File: src/rtl/alu_pkg.sv
// Shared ALU definitions for the execute stage.
// Holds the 4-bit ALU control codes, the ALUOp class encodings, the RV32I
// branch funct3 encodings and the branch-resolution helper that turns the
// ALU's zero/LSB outputs into a taken/not-taken decision.
package alu_pkg;

    // ALU control codes
    localparam logic [3:0] ALU_AND  = 4'b0000;
    localparam logic [3:0] ALU_OR   = 4'b0001;
    localparam logic [3:0] ALU_ADD  = 4'b0010;
    localparam logic [3:0] ALU_XOR  = 4'b0011;
    localparam logic [3:0] ALU_SLL  = 4'b0100;
    localparam logic [3:0] ALU_SRL  = 4'b0101;
    localparam logic [3:0] ALU_SUB  = 4'b0110;
    localparam logic [3:0] ALU_SLT  = 4'b0111;
    localparam logic [3:0] ALU_SLTU = 4'b1000;
    localparam logic [3:0] ALU_SRA  = 4'b1001;

    // ALUOp instruction classes
    localparam logic [1:0] ALUOP_MEM    = 2'b00;
    localparam logic [1:0] ALUOP_BRANCH = 2'b01;
    localparam logic [1:0] ALUOP_RTYPE  = 2'b10;
    localparam logic [1:0] ALUOP_ITYPE  = 2'b11;

    // Branch funct3 encodings
    localparam logic [2:0] F3_BEQ  = 3'b000;
    localparam logic [2:0] F3_BNE  = 3'b001;
    localparam logic [2:0] F3_BLT  = 3'b100;
    localparam logic [2:0] F3_BGE  = 3'b101;
    localparam logic [2:0] F3_BLTU = 3'b110;
    localparam logic [2:0] F3_BGEU = 3'b111;

    // BEQ/BNE look at the SUB result being zero; the less-than family looks
    // at the SLT/SLTU result bit. Undefined encodings never take.
    function automatic logic branch_resolve(input logic [2:0] f3,
                                            input logic       zero,
                                            input logic       lsb);
        logic taken;
        case (f3)
            F3_BEQ:           taken = zero;
            F3_BNE:           taken = ~zero;
            F3_BLT, F3_BLTU:  taken = lsb;
            F3_BGE, F3_BGEU:  taken = ~lsb;
            default:          taken = 1'b0;
        endcase
        return taken;
    endfunction

endpackage

File: src/rtl/alu_ctrl_decode.sv
// Combinational ALU control decoder.
// Ports:
//   alu_op    in  2  instruction class (mem / branch / R-type / I-type)
//   funct3    in  3  instruction funct3
//   funct7b5  in  1  instruction bit 30 (SUB/SRA select)
//   control   out 4  ALU control code
//   is_branch out 1  operation is a conditional branch
//   illegal   out 1  undefined encoding (branch funct3 010/011)
module alu_ctrl_decode
    import alu_pkg::*;
(
    input  logic [1:0] alu_op,
    input  logic [2:0] funct3,
    input  logic       funct7b5,
    output logic [3:0] control,
    output logic       is_branch,
    output logic       illegal
);

    // Decode instruction class and function fields into an ALU control code
    always_comb begin
        control   = ALU_ADD;
        is_branch = 1'b0;
        illegal   = 1'b0;
        case (alu_op)
            ALUOP_MEM: begin
                control = ALU_ADD;
            end
            ALUOP_BRANCH: begin
                is_branch = 1'b1;
                case (funct3)
                    F3_BEQ, F3_BNE:   control = ALU_SUB;
                    F3_BLT, F3_BGE:   control = ALU_SLT;
                    F3_BLTU, F3_BGEU: control = ALU_SLTU;
                    default: begin
                        control = ALU_ADD;
                        illegal = 1'b1;
                    end
                endcase
            end
            ALUOP_RTYPE, ALUOP_ITYPE: begin
                case (funct3)
                    // Only R-type uses bit 30 to pick SUB; ADDI ignores it
                    3'b000:  control = (funct7b5 && (alu_op == ALUOP_RTYPE)) ? ALU_SUB : ALU_ADD;
                    3'b001:  control = ALU_SLL;
                    3'b010:  control = ALU_SLT;
                    3'b011:  control = ALU_SLTU;
                    3'b100:  control = ALU_XOR;
                    3'b101:  control = funct7b5 ? ALU_SRA : ALU_SRL;
                    3'b110:  control = ALU_OR;
                    3'b111:  control = ALU_AND;
                    default: control = ALU_ADD;
                endcase
            end
            default: begin
                control = ALU_ADD;
            end
        endcase
    end

endmodule

File: src/rtl/alu_exec_ctrl.sv
// Execute-stage controller in front of a combinational ALU.
// Stage 1 registers the decoded operation and drives the ALU inputs; stage 2
// captures the ALU result and the resolved branch outcome.
// Ports:
//   clk, reset                         clock, async active-high reset
//   in_valid/in_ready                  decode-side handshake
//   ALUOp, funct3, funct7b5, ALUSrc    decode controls
//   rs1_data, rs2_data, imm, pc        operands and instruction address
//   alu_A, alu_B, alu_Control          to the ALU
//   alu_Result, alu_zero               from the ALU
//   out_valid/out_ready                memory-side handshake
//   out_result, out_branch_taken,
//   out_branch_target, out_illegal     registered results
module alu_exec_ctrl
    import alu_pkg::*;
#(
    parameter int XLEN = 32
) (
    input  logic            clk,
    input  logic            reset,
    input  logic            in_valid,
    output logic            in_ready,
    input  logic [1:0]      ALUOp,
    input  logic [2:0]      funct3,
    input  logic            funct7b5,
    input  logic            ALUSrc,
    input  logic [XLEN-1:0] rs1_data,
    input  logic [XLEN-1:0] rs2_data,
    input  logic [XLEN-1:0] imm,
    input  logic [XLEN-1:0] pc,
    output logic [XLEN-1:0] alu_A,
    output logic [XLEN-1:0] alu_B,
    output logic [3:0]      alu_Control,
    input  logic [XLEN-1:0] alu_Result,
    input  logic            alu_zero,
    output logic            out_valid,
    input  logic            out_ready,
    output logic [XLEN-1:0] out_result,
    output logic            out_branch_taken,
    output logic [XLEN-1:0] out_branch_target,
    output logic            out_illegal
);

    logic [3:0]      dec_control_s;
    logic            dec_is_branch_s;
    logic            dec_illegal_s;
    logic [XLEN-1:0] operand_b_s;
    logic            accept_s;
    logic            s2_load_s;
    logic            taken_s;

    logic            s1_valid_r;
    logic [XLEN-1:0] a_r;
    logic [XLEN-1:0] b_r;
    logic [3:0]      ctrl_r;
    logic [XLEN-1:0] target_r;
    logic            is_branch_r;
    logic [2:0]      funct3_r;
    logic            illegal_r;

    logic            out_valid_r;
    logic [XLEN-1:0] out_result_r;
    logic            out_taken_r;
    logic [XLEN-1:0] out_target_r;
    logic            out_illegal_r;

    alu_ctrl_decode u_decode (
        .alu_op    (ALUOp),
        .funct3    (funct3),
        .funct7b5  (funct7b5),
        .control   (dec_control_s),
        .is_branch (dec_is_branch_s),
        .illegal   (dec_illegal_s)
    );

    // Select operand B: branches always compare against rs2
    always_comb begin
        operand_b_s = rs2_data;
        if (dec_is_branch_s) begin
            operand_b_s = rs2_data;
        end else if (ALUSrc) begin
            operand_b_s = imm;
        end else begin
            operand_b_s = rs2_data;
        end
    end

    // Stage 1 empties into stage 2 whenever stage 2 is free or draining
    assign s2_load_s = s1_valid_r & (~out_valid_r | out_ready);
    assign in_ready  = ~s1_valid_r | s2_load_s;
    assign accept_s  = in_valid & in_ready;
    assign taken_s   = is_branch_r & ~illegal_r &
                       branch_resolve(funct3_r, alu_zero, alu_Result[0]);

    // Stage 1: decoded operation register feeding the ALU
    always_ff @(posedge clk or posedge reset) begin
        if (reset) begin
            s1_valid_r  <= 1'b0;
            a_r         <= {XLEN{1'b0}};
            b_r         <= {XLEN{1'b0}};
            ctrl_r      <= 4'b0000;
            target_r    <= {XLEN{1'b0}};
            is_branch_r <= 1'b0;
            funct3_r    <= 3'b000;
            illegal_r   <= 1'b0;
        end else if (accept_s) begin
            s1_valid_r  <= 1'b1;
            a_r         <= rs1_data;
            b_r         <= operand_b_s;
            ctrl_r      <= dec_control_s;
            target_r    <= pc + imm;
            is_branch_r <= dec_is_branch_s;
            funct3_r    <= funct3;
            illegal_r   <= dec_illegal_s;
        end else if (s2_load_s) begin
            s1_valid_r  <= 1'b0;
        end else begin
            s1_valid_r  <= s1_valid_r;
        end
    end

    // Stage 2: capture ALU result and branch outcome, hold while stalled
    always_ff @(posedge clk or posedge reset) begin
        if (reset) begin
            out_valid_r   <= 1'b0;
            out_result_r  <= {XLEN{1'b0}};
            out_taken_r   <= 1'b0;
            out_target_r  <= {XLEN{1'b0}};
            out_illegal_r <= 1'b0;
        end else if (s2_load_s) begin
            out_valid_r   <= 1'b1;
            out_result_r  <= illegal_r ? {XLEN{1'b0}} : alu_Result;
            out_taken_r   <= taken_s;
            out_target_r  <= target_r;
            out_illegal_r <= illegal_r;
        end else if (out_ready) begin
            out_valid_r   <= 1'b0;
        end else begin
            out_valid_r   <= out_valid_r;
        end
    end

    assign alu_A             = a_r;
    assign alu_B             = b_r;
    assign alu_Control       = ctrl_r;
    assign out_valid         = out_valid_r;
    assign out_result        = out_result_r;
    assign out_branch_taken  = out_taken_r;
    assign out_branch_target = out_target_r;
    assign out_illegal       = out_illegal_r;

endmodule
File: config.mk
export PLATFORM = sky130hd
export DESIGN_NAME = alu_exec_ctrl
export DESIGN_NICKNAME = d
export VERILOG_FILES = /design/src/rtl/alu_pkg.sv /design/src/rtl/alu_ctrl_decode.sv /design/src/rtl/alu_exec_ctrl.sv
export SDC_FILE = /design/constraint.sdc
export NUM_CORES = 1
export LEC_CHECK = 0
export CAP_MARGIN = 30
export CORE_UTILIZATION = 49
export DETAILED_ROUTE_END_ITERATION = 8
export PLACE_DENSITY = 0.83
export SYNTH_ARGS = -nofsm -noshare
export SYNTH_HDL_FRONTEND = slang
export SYNTH_SLANG_ARGS = --single-unit
File: constraint.sdc
create_clock -name clk -period 13.3 [get_ports clk]
set_input_delay 2.66 -clock clk [delete_from_list [all_inputs] [get_ports clk]]
set_output_delay 2.66 -clock clk [all_outputs]
set_load 0.01 [all_outputs]
# After elaboration in Yosys (flattened, before gate mapping)
# Cells that the tools add are included.
[classes]
add_sub_neg = 1
mul = 0
div = 0
n_lt_le_gt_ge = 0
n_eq_ne = 15
n_shift = 0
muxes = 16
n_bitwise = 11
n_reduce_logical = 13
[op_table]
columns = ["op", "n"]
rows = [
  ["$mux 32", 3],
  ["$add 32x32->32", 1],
  ["$pmux 4 s8", 1],
  ["$eq 3x3->1 const B", 8],
  ["$pmux 4 s3", 2],
  ["$reduce_or 2->1", 6],
  ["$mux 1", 7],
  ["$eq 3x1->1 const B", 2],
  ["$eq 3x2->1 const B", 2],
  ["$logic_not 3->1", 2],
  ["$reduce_or 6->1", 1],
  ["$not 1->1", 5],
  ["$and 1x1->1", 4],
  ["$eq 2x2->1 const B", 2],
  ["$mux 4", 1],
  ["$pmux 1 s4", 1],
  ["$reduce_bool 2->1", 2],
  ["$mux 3", 1],
  ["$eq 2x1->1 const B", 1],
  ["$logic_not 2->1", 1],
  ["$or 1x1->1", 2],
  ["$logic_and 1x1->1", 1],
]
[word_totals]
regBits = 173
latchBits = 0
ramBits = 0
romBits = 0
in_bits = 172
output_inout_bits = 136
word_cells = 69
memories = 0

# Logic depth before layout (Yosys ltp)
[depth]
depth_word = 6
ltp_mapped = 8
mapped_depth_nobuf = 8

# Modules after synthesis
# From an unflattened synthesis, not the netlist that was laid out.
[hier_totals]
cells_unflattened = 892
area_unflattened_um2 = 8579.5
[modules_own_cells]
columns = ["mod", "instances", "cells_each", "area_each_um2", "seq_area_each_um2"]
rows = [
  ["alu_exec_ctrl", 1, 873, 8436.8, 4329.2],
  ["alu_ctrl_decode", 1, 19, 142.6, 0.0],
]

# Worst setup path after synthesis
# No wires, ideal clock.
[synth_timing]
path_type = "input to output"
start = "input port out_ready"
end = "output port in_ready"
arrival_ns = 2.884
t_required_ns = 10.640
slack_ns = 7.756
stages = 1
path_buffers = 0
path_cell_list = "nand3b_1"
[synth_between]
elab_chain_len = 3
[synth_rtl]
columns = ["item", "line", "text"]
rows = [
  ["start: declaration", "alu_exec_ctrl.sv:37", "input logic out_ready,"],
  ["$or 1x1->1", "alu_exec_ctrl.sv:89", "assign s2_load_s = s1_valid_r & (~out_valid_r | out_ready);"],
  ["$and 1x1->1", "alu_exec_ctrl.sv:89", ""],
  ["$or 1x1->1", "alu_exec_ctrl.sv:90", "assign in_ready = ~s1_valid_r | s2_load_s;"],
  ["end: declaration", "alu_exec_ctrl.sv:22", "output logic in_ready,"],
]
# Every way passes these cells.

# Final worst setup path
# Same ends and word-level chain as after synthesis.

==> metrics <==
share of cells above drive strength 1=about 6.6%; Data arrival, critical path=between 3000 and 4000 ps; Unique masters post-synth=55; fin crit share=49.7%; pwr dens=about 130 nW/um^2; drt first pass iters=5; Top FF cell, synth=dfrtp_1; Total GRT Usage=about 27%; CP endpoint kind=output pin; Num CTS Buffers=17; worst setup path class=in -> out; Detail Route Antenna Nets=0; cts repair resizes=0; Cells after Synth=around 930; leakage power=between 5 and 6 nW; Mapped Avg Cell Area=roughly 9.4 sq um; highest clock rate=~150 MHz; Post-synth EDFFs=0; register area share after synthesis=about 50%; Root Buffer=clkbuf_16; Max Cap Viol=0; die footprint=between 15000 and 20000 sq um; post-layout min period=approximately 6600 ps; FILL cells=1284; ys async rst share=100%; Iteration-0 DRC Markers=just under 500; # Post-CTS Setup Buffers=0; Vias=8016; Vias/cell=5.54; Final HPWL DP=~18 mm; FF-to-FF setup slack=10830 ps; nets=about 1400; RSZ-0062 raised after global routing=no; Initial Util=between 50% and 60%; worst IR drop on VDD=a little over 0.09 mV; CP required=10640 ps; max-slew violation count=0; Setup Skew=17.7 ps; Max clock buf depth=2; Most Used Layer, Global Route=met2; worst slew pin tran=883 ps; Mapped Area=slightly below 9000 sq um; slowest cell on the critical path=clkdlybuf4s50_1; routability cong.=0.936; Synth Net Count=around 1100; r2r endpoint=target_r[23]; Setup crit start kind=primary input; CTS tree=done; worst hold path type=reg -> reg; CP max FO=4; first-pass GRT wire length=approximately 39 mm; final setup violation count=0; htree depth=4; # DRC=0; worst setup path endpoint=in_ready; vias in the first global route=7857; Hold WS=around 480 ps; Syn-to-layout area delta=44.8%; GRT met3 Usage=about 6.4%; largest net degree at the start of global routing=120; Fin. Hold Viols=0; met1 Use GR=between 30% and 40%; critical path, cell by cell=clkdlybuf4s50_1 -> nand3b_1 -> clkdlybuf4s50_1; R2R Path Start=s1_valid_r; initial antenna violation count=1; R2R cell count=7; worst slack, placed=about 6700 ps; Port Buffers=about 310; Max transition margin=41.1%; Post-Route WL=24.7 mm; critical path startpoint=out_ready; CTS sink cnt=approximately 170; Top cell by count, worst path=clkdlybuf4s50_1; Worst-path clk slew=60 ps; Die W=135 microns; Core ar.=around 17000 sq um; DR WL/cell=between 15 and 20 microns; min setup slack post-route=~6700 ps; outcome=complete, no violations; synthesized flop and latch total=173; total negative slack=0 ps; Congestion Overflow GR=0; DIE HEIGHT=135 microns; I/O pins=roughly 310; Yosys Warn Count=0; Skew-Pair Late Insertion Delay=between 400 and 500 ps; CP peak stage delay=~610 ps; Hold-fix buffers, CTS=0; row count=48; GR met2 Demand/Resource=between 40% and 50%
==> cells in the final DEF, fill, tap and decap left out, drive strengths merged, types with 4 or more instances in the layout <==
master         netlist  final
xnor2                9      9
o31ai               11     11
a21o                12     12
nand2b              37     37
inv                  7     13
nand2              247    247
nor2                19     19
nand4               10     10
mux2                33     33
o21a                12     12
clkbuf              40     19
o21ai              101    101
o211ai               8      8
dfrtp              173    173
mux2i               33     33
a211o                4      4
buf                 10      7
a211oi               5      5
ha                  31     31
and3                 8      8
clkdlybuf4s50        0    307
or4                  4      4
nand3                8      8
nor3                13     13
xor2                 5      5
a21oi               44     44
==> state kept, by name, summed over array words and instances (netlist names), 3 cells and up <==
register / flops
alu_B: 32
out_branch_target: 32
funct3_r: 3
alu_A: 32
target_r: 32
alu_Control: 4
out_result: 32
==> per-layer routing <==
metal,vias to the layer above,part of all wire (%),wire length [microns]
met5,-,0,0
met4,0,3.6,888
met3,64,7.6,1880
met2,352,50,12300
met1,3802,39,9580
li1,3798,-,-
==> worst min-delay path by stage <==
stage / from / endpoint / slack (ps) / cells after the start
after floorplan: target_r[8] / target_r[8] / 430 / 2
after global placement: target_r[8] / target_r[8] / 450 / 2
after detailed placement: alu_A[11] / alu_A[11] / 460 / 2
after CTS: alu_A[27] / alu_A[27] / 480 / 2
after global routing: alu_A[30] / alu_A[30] / 490 / 2
final: alu_A[27] / alu_A[27] / 480 / 2
==> cell usage after synthesis (all sizes together), types with 3 or more instances <==
cell type / number / area (sq um)
a211o: 4 / 35.0
a211oi: 5 / 37.5
a21o: 12 / 90.1
a21oi: 44 / 220
a31o: 3 / 26.3
a31oi: 3 / 18.8
and3: 8 / 51.3
buf: 10 / 42.5
clkbuf: 40 / 150
dfrtp: 173 / 4330
ha: 31 / 388
inv: 7 / 26.3
mux2: 33 / 372
mux2i: 33 / 330
nand2: 247 / 927
nand2b: 37 / 231
nand3: 8 / 40.0
nand3b: 3 / 22.5
nand4: 10 / 62.6
nor2: 19 / 71.3
nor3: 13 / 65.1
o2111ai: 3 / 26.3
o211ai: 8 / 60.1
o21a: 12 / 90.1
o21ai: 101 / 505
o21bai: 3 / 22.5
o31ai: 11 / 82.6
or4: 4 / 30.0
xnor2: 9 / 78.8
xor2: 5 / 43.8
==> cells by family after synthesis <==
logic type,Yosys count,synth area share (%)
simple gates,360,18.2
compound gates,223,15.4
fa+ha+maj,32,4.69
flops,173,49.7
xor+xnor,14,1.41
buf+inv,57,2.52
mux,66,8.06
==> report_power, final <==
part / switching, W / total [W] / internal (W)
Clock: 0.000218 / 0.000505 / 0.000286
Combinational: 0.000231 / 0.000507 / 0.000276
Sequential: 0.0000564 / 0.000684 / 0.000628
==> through the flow <==
step                      util, %  power [W]  area (sq um)  std cells
after floorplan                 -   0.000915          8710        925
after CTS                    72.4    0.00170         12500       1443
after detailed placement     69.0    0.00120         11900       1411
final                        72.9    0.00170         12600       1447
after global routing         72.9    0.00178         12600       1447
after global placement       68.9    0.00118         11900       1410
==> area by class of cell <==
type | count | area (sq um) | share of cell area, %
flip-flops and latches | 173 | 4330 | 34.3
inverters | 7 | 31.3 | 0.248
clock buffers | 19 | 443 | 3.51
clock inverters | 13 | 154 | 1.22
multi-input cells | 695 | 4180 | 33.1
diodes | 1 | 2.50 | 0.0198
well taps | 225 | 282 | 2.23
repair buffers | 314 | 3190 | 25.3
==> worst max-delay path: cells and delay by family <==
kind / cells / cell delay [ps]
buf+inv: 2 / 1070
simple gates: 1 / 230
(Power assumes the default switching activity.)
